File: src/rtl/adc0809_emu.sv
// adc0809_emu: synthesizable responder model of an ADC0809-class 8-channel, 8-bit SAR ADC.
// Replaces the physical converter in FPGA loopback builds; sample values come from a fabric bus.
//
// Optional feature (macro ADC_EMU_RAMP_EN): samples come from an internal per-channel ramp
// register array that advances by RAMP_STEP after each completed conversion; ch_data is ignored.
//
// Ports:
//   clk       emulator clock (independent of the controller's adc_clk)
//   rst_n     asynchronous active-low reset
//   ale       address latch enable (synchronized internally)
//   addr      channel select ABC, 000 = IN0
//   start     conversion start pulse (synchronized internally)
//   oe        output enable (not synchronized)
//   ch_data   channel samples, IN[n] = ch_data[8n+7:8n]
//   eoc       end of conversion, high = idle/done
//   data_out  output latch contents
//   data_drv  pad drive enable, equal to oe
//   busy      high from synced start rise until conversion end
//   conv_cnt  completed conversion count, wraps

module adc0809_emu #(
  parameter int unsigned CONV_CYCLES = 64,
  parameter int unsigned EOC_DLY     = 8,
  parameter int unsigned RAMP_STEP   = 1
) (
  input  logic        clk,
  input  logic        rst_n,
  input  logic        ale,
  input  logic [2:0]  addr,
  input  logic        start,
  input  logic        oe,
  input  logic [63:0] ch_data,
  output logic        eoc,
  output logic [7:0]  data_out,
  output logic        data_drv,
  output logic        busy,
  output logic [15:0] conv_cnt
);

  localparam logic [7:0]  EocDly   = 8'(EOC_DLY);
  localparam logic [15:0] ConvLast = 16'(CONV_CYCLES - 1);

  typedef enum logic [1:0] {StIdle, StArm, StConvert} state_e;

  state_e      state_q, state_d;
  logic        ale_meta, ale_s;
  logic        start_meta, start_s, start_prev;
  logic        start_rise, start_fall;
  logic [2:0]  ch_q;
  logic [7:0]  dly_q, dly_d;
  logic [15:0] cnt_q, cnt_d;
  logic        eoc_q, eoc_d;
  logic        busy_q, busy_d;
  logic [7:0]  data_q, data_d;
  logic [15:0] conv_cnt_q, conv_cnt_d;
  logic [7:0]  hold_q, hold_d;
  logic [7:0]  sample;
  logic        conv_done;

  // Two-flop synchronizers plus a history flop for edge detection on the synced start.
  always_ff @(posedge clk or negedge rst_n) begin
    if (!rst_n) begin
      ale_meta   <= 1'b0;
      ale_s      <= 1'b0;
      start_meta <= 1'b0;
      start_s    <= 1'b0;
      start_prev <= 1'b0;
    end else begin
      ale_meta   <= ale;
      ale_s      <= ale_meta;
      start_meta <= start;
      start_s    <= start_meta;
      start_prev <= start_s;
    end
  end

  assign start_rise = start_s & ~start_prev;
  assign start_fall = ~start_s & start_prev;

  // Channel latch is transparent while ale_s is high.
  always_ff @(posedge clk or negedge rst_n) begin
    if (!rst_n) begin
      ch_q <= 3'd0;
    end else if (ale_s) begin
      ch_q <= addr;
    end
  end

  assign conv_done = (state_q == StConvert) && !start_rise && (cnt_q == ConvLast);

`ifdef ADC_EMU_RAMP_EN
  logic [7:0] ramp_q [8];
  logic [2:0] hold_ch_q;

  assign sample = ramp_q[ch_q];

  // Remember which ramp produced the held sample so ale activity mid-conversion cannot
  // redirect the increment to another channel.
  always_ff @(posedge clk or negedge rst_n) begin
    if (!rst_n) begin
      hold_ch_q <= 3'd0;
    end else if (state_q == StArm && start_fall) begin
      hold_ch_q <= ch_q;
    end
  end

  always_ff @(posedge clk or negedge rst_n) begin
    if (!rst_n) begin
      for (int i = 0; i < 8; i++) ramp_q[i] <= 8'h00;
    end else if (conv_done) begin
      ramp_q[hold_ch_q] <= ramp_q[hold_ch_q] + 8'(RAMP_STEP);
    end
  end
`else
  logic unused_ramp_step;
  assign unused_ramp_step = ^(32'(RAMP_STEP));
  assign sample = ch_data[{ch_q, 3'b000} +: 8];
`endif

  always_ff @(posedge clk or negedge rst_n) begin
    if (!rst_n) begin
      state_q    <= StIdle;
      dly_q      <= 8'd0;
      cnt_q      <= 16'd0;
      eoc_q      <= 1'b1;
      busy_q     <= 1'b0;
      data_q     <= 8'h00;
      conv_cnt_q <= 16'd0;
      hold_q     <= 8'h00;
    end else begin
      state_q    <= state_d;
      dly_q      <= dly_d;
      cnt_q      <= cnt_d;
      eoc_q      <= eoc_d;
      busy_q     <= busy_d;
      data_q     <= data_d;
      conv_cnt_q <= conv_cnt_d;
      hold_q     <= hold_d;
    end
  end

  always_comb begin
    state_d    = state_q;
    dly_d      = dly_q;
    cnt_d      = cnt_q;
    eoc_d      = eoc_q;
    busy_d     = busy_q;
    data_d     = data_q;
    conv_cnt_d = conv_cnt_q;
    hold_d     = hold_q;
    unique case (state_q)
      StIdle: begin
        eoc_d  = 1'b1;
        busy_d = 1'b0;
        if (start_rise) begin
          dly_d   = 8'd0;
          busy_d  = 1'b1;
          state_d = StArm;
        end
      end
      StArm: begin
        // Delay counter saturates at EOC_DLY; eoc drops on the cycle it gets there.
        if (dly_q != EocDly) begin
          dly_d = dly_q + 8'd1;
          if (dly_d == EocDly) eoc_d = 1'b0;
        end
        if (start_fall) begin
          eoc_d   = 1'b0;
          hold_d  = sample;
          cnt_d   = 16'd0;
          state_d = StConvert;
        end
      end
      StConvert: begin
        eoc_d = 1'b0;
        if (start_rise) begin
          // Abort: restart arming, leave published results untouched.
          dly_d   = 8'd0;
          state_d = StArm;
        end else if (conv_done) begin
          data_d     = hold_q;
          eoc_d      = 1'b1;
          busy_d     = 1'b0;
          conv_cnt_d = conv_cnt_q + 16'd1;
          state_d    = StIdle;
        end else begin
          cnt_d = cnt_q + 16'd1;
        end
      end
      default: state_d = StIdle;
    endcase
  end

  assign eoc      = eoc_q;
  assign busy     = busy_q;
  assign data_out = data_q;
  assign conv_cnt = conv_cnt_q;
  assign data_drv = oe;

endmodule
File: config.mk
export PLATFORM = sky130hd
export DESIGN_NAME = adc0809_emu
export DESIGN_NICKNAME = d
export VERILOG_FILES = /design/src/rtl/adc0809_emu.sv
export SDC_FILE = /design/constraint.sdc
export NUM_CORES = 1
export LEC_CHECK = 0
export CAP_MARGIN = 25
export CORE_AREA = 2 2 89 91
export CTS_CLUSTER_SIZE = 12
export DETAILED_ROUTE_END_ITERATION = 7
export DIE_AREA = 0 0 91 93
export GPL_TIMING_DRIVEN = 0
export PLACE_DENSITY = 0.84
export SLEW_MARGIN = 20
export SYNTH_ARGS = -nofsm -noshare
export SYNTH_HDL_FRONTEND = slang
export SYNTH_SLANG_ARGS = --single-unit
File: constraint.sdc
create_clock -name clk -period 3.9 [get_ports clk]
set_input_delay 0.585 -clock clk [delete_from_list [all_inputs] [get_ports clk]]
set_output_delay 0.585 -clock clk [all_outputs]
set_load 0.02 [all_outputs]
==> reports/results.tsv, run 1 <==
stage	metric	value	unit
run_status	status	completed	
detailed_routing	vias	3140	
logic_synthesis	cell taking the most area after synthesis	dfrtp_1	
pwr	sw power	590	uW
sta	fmax	462	MHz
critical_path	FF-to-FF Start	cnt_q[1]$_DFFE_PN0P_	
logic_synthesis	main flop type after synthesis	dfrtp_1	
logic_synthesis	Syn Nets	413	
sta	RSZ-0062 raised after global routing	false	
sta	Max Slew Vio Count	0	
run	Max Cap Viol	0	
logic_synthesis	Mapped Area	3870	sq um
logic_synthesis	Synth top area share	0.434	
grt	first-pass GRT wire length	14600	um
clock_network	Hold-fix buffers, CTS	0	
layout	layout cells sized above 1	0.187	
clock_network	Clock Tree Buf Depth	2	
detailed_routing	Final Routed Wirelength	9080	um
clock_network	post-cts sizing count	0	
layout	commonest non-fill, non-tap cells in the layout	clkdlybuf4s50_1 (96), dfrtp_1 (67), nand2_1 (23)	
layout	commonest non-fill, non-tap cell in the layout	clkdlybuf4s50_1	
pwr	Max IR drop VDD	223	uV
layout	Inserted Diodes	0	
sta	Least-Margin Pin Slew	629	ps
die	starting density of the core	0.514	
detailed_routing	drt first pass iters	4	
die	Die W	91	um
sta	setup TNS	0	ps
pwr	clock power share	0.288	
critical_path	Worst Path Max Fanout	10	
detailed_routing	DRT antenna net count	0	
die	core area	7530	sq um
grt	gr ovfl total	0	
layout	P&R area growth vs syn	34.0	%
logic_synthesis	post-synthesis sequential area ratio	0.440	
critical_path	reg-to-reg endpoint	data_out[7]$_DFFE_PN0P_	
pwr	Comb power frac	0.259	
placed_design	placed wire-length estimate	6890	um
die	die area	8460	sq um
logic_synthesis	Ys Warns	0	
logic_synthesis	post-synth cell types	57	
worst_hold_path	Hold Crit Class	input port to asynchronous set/reset pin	
die	IO Count	99	
critical_path	Critical Path Sink Type	register	
logic_synthesis	#FFs+latches synth	68	
logic_synthesis	synth top area cells	dfrtp_1 (43%), mux4_2 (9.3%), mux2i_1 (4.9%)	
layout	Post-layout nets	522	
detailed_routing	drt wl/cell	16.5	um
clock_network	CTS tree	yes	
logic_synthesis	number of synthesized flops with an enable pin	0	
clock_network	root buf cell	clkbuf_8	
layout	fin area	5180	sq um
pwr	Leakage	0.00223	uW
sta	Hold Fails Final Rpt	0	
pwr	Flop pwr share	0.453	
detailed_routing	# DRC	0	
clock_network	Num CTS Buffers	9	
detailed_routing	via/cell ratio	5.70	
die	row cnt	32	
clock_network	H-Tree Level Count	3	
clock_network	Post-CTS Setup Inserts	0	
placed_design	dpl cell area	4990	sq um
logic_synthesis	asr flop ratio synth	1.00	
critical_path	type of the worst setup path	register to register	
critical_path	R2R setup slack	1730	ps
die	die height	93	um
pwr	PwrDens	380	nW/um^2
pwr	Net Sw Frac	0.300	
sta	Slew headroom	0.581	
clock_network	clock-pin transition on the worst setup and hold timing paths	70	ps
grt	vias in the first global route	3133	
critical_path	Critical Path AT	2390	ps
logic_synthesis	Gate Count Post-Synth	336	
placed_design	# port buffers	97	
critical_path	cells on worst reg2reg path	6	
sta	Final setup viols	0	
clock_network	Worst-Skew Late Latency	350	ps
sta	Layout Skew	11.5	ps
layout	Util after Layout	0.688	
sta	min cycle time layout	2170	ps
critical_path	crit path launch type	register	
placed_design	routability congestion estimate	0.828	
clock_network	clock sinks	68	
grt	initial antenna violation count	0	
grt	gr usage total	0.217	
detailed_routing	DR iter-0 viols	104	
sta	final period utilization	0.555	
logic_synthesis	Avg Cell Area, Syn	11.5	sq um
grt	largest net degree at the start of global routing	56	
pwr	Internal	1380	uW
critical_path	CP required	4130	ps
-- metrics by stage --
step / hold slack [ps] / instances / power (uW) / worst slack, ps
2_1_floorplan: 289 / 336 / 1210 / 2070
3_3_place_gp: 333 / 535 / 1380 / 56.1
3_5_place_dp: 336 / 536 / 1410 / 1760
4_1_cts: 80.2 / 551 / 1980 / 1720
5_1_grt: 95.3 / 551 / 2070 / 1600
6_report: 88.6 / 551 / 1970 / 1730
-- layout make-up --
cell class / count / area [sq um]
well taps: 102 / 128
clock buffers: 10 / 138
repair buffers: 98 / 996
multi-input cells: 245 / 2010
plain buffers: 17 / 129
flip-flops and latches: 68 / 1700
fillers: 547 / 2350
clock inverters: 5 / 52.6
inverters: 6 / 22.5
-- synth_stat cells, types with 2 or more instances --
master / n
a22o_1: 2
and3_1: 4
nor4_4: 2
buf_2: 2
nor3_2: 4
nand3_1: 18
mux2i_1: 19
a21oi_2: 2
nand2b_1: 4
mux4_2: 16
nand4_1: 6
nor4_1: 10
nor2_1: 17
mux2_2: 16
inv_1: 6
clkbuf_1: 5
buf_4: 4
o21ai_0: 8
or2_2: 3
buf_6: 5
nor2b_1: 4
o31ai_1: 4
nand2_1: 23
dfrtp_1: 67
or4_1: 3
xor2_1: 13
xnor2_1: 3
and4_1: 5
or3_1: 3
a21oi_1: 18
nor3_1: 8
ha_1: 5
a21o_1: 3
-- routing by layer --
layer | track usage | vias up | share of wire
met1 | 0.262 | 1554 | 0.41
met5 | 0 | - | 0
met2 | 0.387 | 105 | 0.53
met4 | 0.0593 | 0 | 0.010
met3 | 0.0564 | 11 | 0.051
li1 | - | 1470 | -
-- cells by family after synthesis --
| logic type | Yosys count | share of synthesized area |
|---|---|---|
| buffers and inverters | 23 | 0.0392 |
| xor gates and xnor gates | 16 | 0.0362 |
| AOI/OAI and AO/OA | 43 | 0.0702 |
| DFF | 68 | 0.440 |
| muxes | 51 | 0.189 |
| adders and majority gates | 5 | 0.0162 |
| and+or+nand+nor | 130 | 0.209 |
-- registers in the layout, indices dropped and copies added, names as in the netlist, 2 cells and up --
| register | cells |
|---|---|
| dly_q | 8 |
| state_q | 2 |
| conv_cnt | 16 |
| data_out | 8 |
| cnt_q | 16 |
| ch_q | 3 |
| hold_q | 8 |
-- how the worst max path moves through the flow --
stage | start | to | slack [ps] | depth (start not counted)
finish | cnt_q[1]$_DFFE_PN0P_ | data_out[7]$_DFFE_PN0P_ | 1730 | 6
global route | cnt_q[0]$_DFFE_PN0P_ | data_out[7]$_DFFE_PN0P_ | 1600 | 6
CTS | cnt_q[0]$_DFFE_PN0P_ | data_out[1]$_DFFE_PN0P_ | 1720 | 6
detailed placement | cnt_q[1]$_DFFE_PN0P_ | data_out[6]$_DFFE_PN0P_ | 1760 | 6
global placement | rst_n | data_out[6]$_DFFE_PN0P_ | 60 | 1
floorplan | cnt_q[0]$_DFFE_PN0P_ | data_out[0]$_DFFE_PN0P_ | 2070 | 6
-- power groups by stage --
stage	Sequential [uW]	Clock (uW)	Combinational (uW)
floorplan	886	0	326
global placement	893	0	489
detailed placement	901	0	510
CTS	888	579	511
global route	902	612	555
finish	891	567	510
-- critical path: stages (launching register included) --
cell and delay (ps):
dfrtp_1 450, ha_1 310, nor3b_2 300, nand4_4 220
nor2_2 190, buf_4 230, mux2_2 350
No activity file was read; power rests on OpenSTA's default activity.
==> run 2, diff against run 1 <==
--- a/config.mk
+++ b/config.mk
@@ -6,12 +6,12 @@
 export NUM_CORES = 1
 export LEC_CHECK = 0
 export CAP_MARGIN = 25
-export CORE_AREA = 2 2 89 91
+export CORE_AREA = 2 2 92 94
 export CTS_CLUSTER_SIZE = 12
 export DETAILED_ROUTE_END_ITERATION = 7
-export DIE_AREA = 0 0 91 93
+export DIE_AREA = 0 0 94 96
 export GPL_TIMING_DRIVEN = 0
-export PLACE_DENSITY = 0.84
+export PLACE_DENSITY = 0.79
 export SLEW_MARGIN = 20
 export SYNTH_ARGS = -nofsm -noshare
 export SYNTH_HDL_FRONTEND = slang
==> constraint.sdc (replaced) <==
create_clock -name clk -period 2 [get_ports clk]
set_input_delay 0.3 -clock clk [delete_from_list [all_inputs] [get_ports clk]]
set_output_delay 0.3 -clock clk [all_outputs]
set_load 0.02 [all_outputs]
==> reports/results.tsv, run 2 (synthesis gave the netlist of run 1 again) <==
stage	metric	value	unit	change
placed_design	routability congestion estimate	0.872		+5.3%
critical_path	R2R setup slack	100	ps	-1640 ps
sta	Layout Skew	10.1	ps	-1.42 ps
placed_design	Inst Count DP	539		+0.56%
layout	# fillers	651		+19%
detailed_routing	drt first pass iters	4		unchanged
detailed_routing	DRT antenna net count	0		unchanged
critical_path	Worst Path Max Fanout	7		-3
layout	commonest non-fill, non-tap cells in the layout	clkdlybuf4s50_1 (96), dfrtp_1 (63), nand2_1 (23)		
sta	Least-Margin Pin Slew	596	ps	-32.9 ps
critical_path	crit path launch type	register		
layout	P&R area growth vs syn	34.8	%	
sta	Hold Fails Final Rpt	0		unchanged
pwr	Flop pwr share	0.467		+0.014
detailed_routing	via/cell ratio	5.51		-3.4%
die	die height	96	um	+3.2%
detailed_routing	drt wl/cell	15.3	um	-7.2%
sta	min cycle time layout	1900	ps	-263 ps
detailed_routing	Final Routed Wirelength	8510	um	-6.2%
clock_network	H-Tree Level Count	3		unchanged
pwr	clock power share	0.266		-0.022
grt	initial antenna violation count	0		unchanged
layout	commonest non-fill, non-tap cell in the layout	clkdlybuf4s50_1		
clock_network	Clock Tree Buf Depth	2		unchanged
critical_path	Critical Path AT	2140	ps	-250 ps
pwr	Max IR drop VDD	313	uV	+41%
sta	Slew headroom	0.603		+0.0219
grt	gr usage total	0.203		-0.0141
sta	final period utilization	0.951		+0.396
critical_path	type of the worst setup path	register to register		
grt	largest net degree at the start of global routing	41		-27%
pwr	sw power	1100	uW	+87%
die	IO Count	99		unchanged
clock_network	CTS tree	yes		
worst_hold_path	Hold Crit Class	register to register		
critical_path	CP required	2240	ps	-1890 ps
grt	vias in the first global route	3027		-3.4%
sta	RSZ-0062 raised after global routing	false		
critical_path	FF-to-FF Start	dly_q[0]$_DFFE_PN0P_		
detailed_routing	DR iter-0 viols	98		-5.8%
pwr	Comb power frac	0.267		+0.008
pwr	Leakage	0.00222	uW	-0.35%
die	core area	8050	sq um	+7.0%
grt	gr ovfl total	0		unchanged
critical_path	critical path startpoint	dly_q[0]$_DFFE_PN0P_		
layout	Post-layout nets	525		+0.57%
layout	Layout Cells excl Fill	557		+1.1%
placed_design	placed wire-length estimate	6450	um	-6.4%
critical_path	cells on worst reg2reg path	6		unchanged
die	die area	9020	sq um	+6.6%
clock_network	Num CTS Buffers	9		unchanged
sta	Final setup viols	0		unchanged
clock_network	Worst-Skew Late Latency	340	ps	about the same
sta	worst hold margin	352	ps	+263 ps
clock_network	root buf cell	clkbuf_8		
detailed_routing	# DRC	0		unchanged
layout	Inserted Diodes	0		unchanged
pwr	Internal	2620	uW	+90%
run_status	status	completed		
layout	layout cells sized above 1	0.197		+0.00982
placed_design	# port buffers	97		unchanged
grt	first-pass GRT wire length	14000	um	-3.7%
clock_network	clock sinks	68		unchanged
run	Max Cap Viol	0		unchanged
pwr	PwrDens	714	nW/um^2	+88%
detailed_routing	vias	3067		-2.3%
critical_path	critical path endpoint	dly_q[5]$_DFFE_PN0P_		
sta	Max Slew Vio Count	0		unchanged
critical_path	reg-to-reg endpoint	dly_q[5]$_DFFE_PN0P_		
critical_path	Critical Path Sink Type	register		
die	Die W	94	um	+3.3%
clock_network	clock-pin transition on the worst setup and hold timing paths	70	ps	about the same
die	starting density of the core	0.480		-0.0334
die	row cnt	33		+3.1%
pwr	Net Sw Frac	0.297		-0.00332
sta	fmax	526	MHz	+14%
-- run 2: area by class of cell --
class,count,area [sq um],share of cell area
sequential,68,1710,0.328
clock buffer,13,159,0.0305
inverter,6,22.5,0.00432
buffer,17,133,0.0254
tap,105,131,0.0252
multi-input combinational,245,2040,0.391
timing repair buffer,101,1010,0.194
clock inverter,2,10.0,0.00192
-- run 2: power groups by stage --
stage	Sequential, uW	Combinational (uW)	Clock [uW]
after CTS	1730	1000	1020
after detailed placement	1750	987	0
after floorplan	1730	636	0
after global placement	1740	958	0
after global routing	1770	1110	1060
final	1740	994	990
-- run 2: worst min-delay path by stage --
stage / slack (ps) / from / cells after the start / to
after CTS: 350 / ale_meta$_DFF_PN0_ / 0 / ale_s$_DFF_PN0_
after global placement: 340 / ale_meta$_DFF_PN0_ / 0 / ale_s$_DFF_PN0_
after global routing: 360 / ale_meta$_DFF_PN0_ / 0 / ale_s$_DFF_PN0_
after floorplan: 4 / rst_n / 0 / ale_meta$_DFF_PN0_
after detailed placement: 250 / rst_n / 1 / dly_q[1]$_DFFE_PN0P_
final: 350 / start_meta$_DFF_PN0_ / 0 / start_s$_DFF_PN0_
-- run 2: stage by stage --
stage | utilization | instance area (sq um) | setup TNS (ps) | power [uW] | setup slack (ps)
global route | 0.647 | 5210 | 0 | 3930 | 12.3
detailed placement | 0.619 | 4990 | -1310 | 2730 | -177
CTS | 0.644 | 5190 | 0 | 3750 | 0.539
finish | 0.647 | 5210 | 0 | 3720 | 97.5
floorplan | - | 3870 | 0 | 2360 | 165
global placement | 0.617 | 4970 | -110780 | 2700 | -1630
-- run 2: timing repair --
action | in CTS | in global routing
setup buffers | 0 | 2
pin swaps | 0 | 1
endpoints found under the setup margin | 10 | 10
endpoints found under the hold margin | 27 | 0
hold buffers | 1 | 0
gates resized for setup | 5 | 4
-- run 2: worst max-delay path: stages (launching register included) --
cell      delay, ps
dfrtp_2         420
inv_1            90
ha_1            210
and4bb_2        250
a21oi_2         240
mux2_2          360
a22o_1          230
-- run 2: per-layer routing --
metal,share of wire,global-route usage,up-vias,routed length [um]
met5,0,0,-,0
met2,0.50,0.358,109,4290
met3,0.059,0.0478,11,498
met4,0.020,0.0821,0,169
li1,-,-,1478,-
met1,0.42,0.241,1469,3550
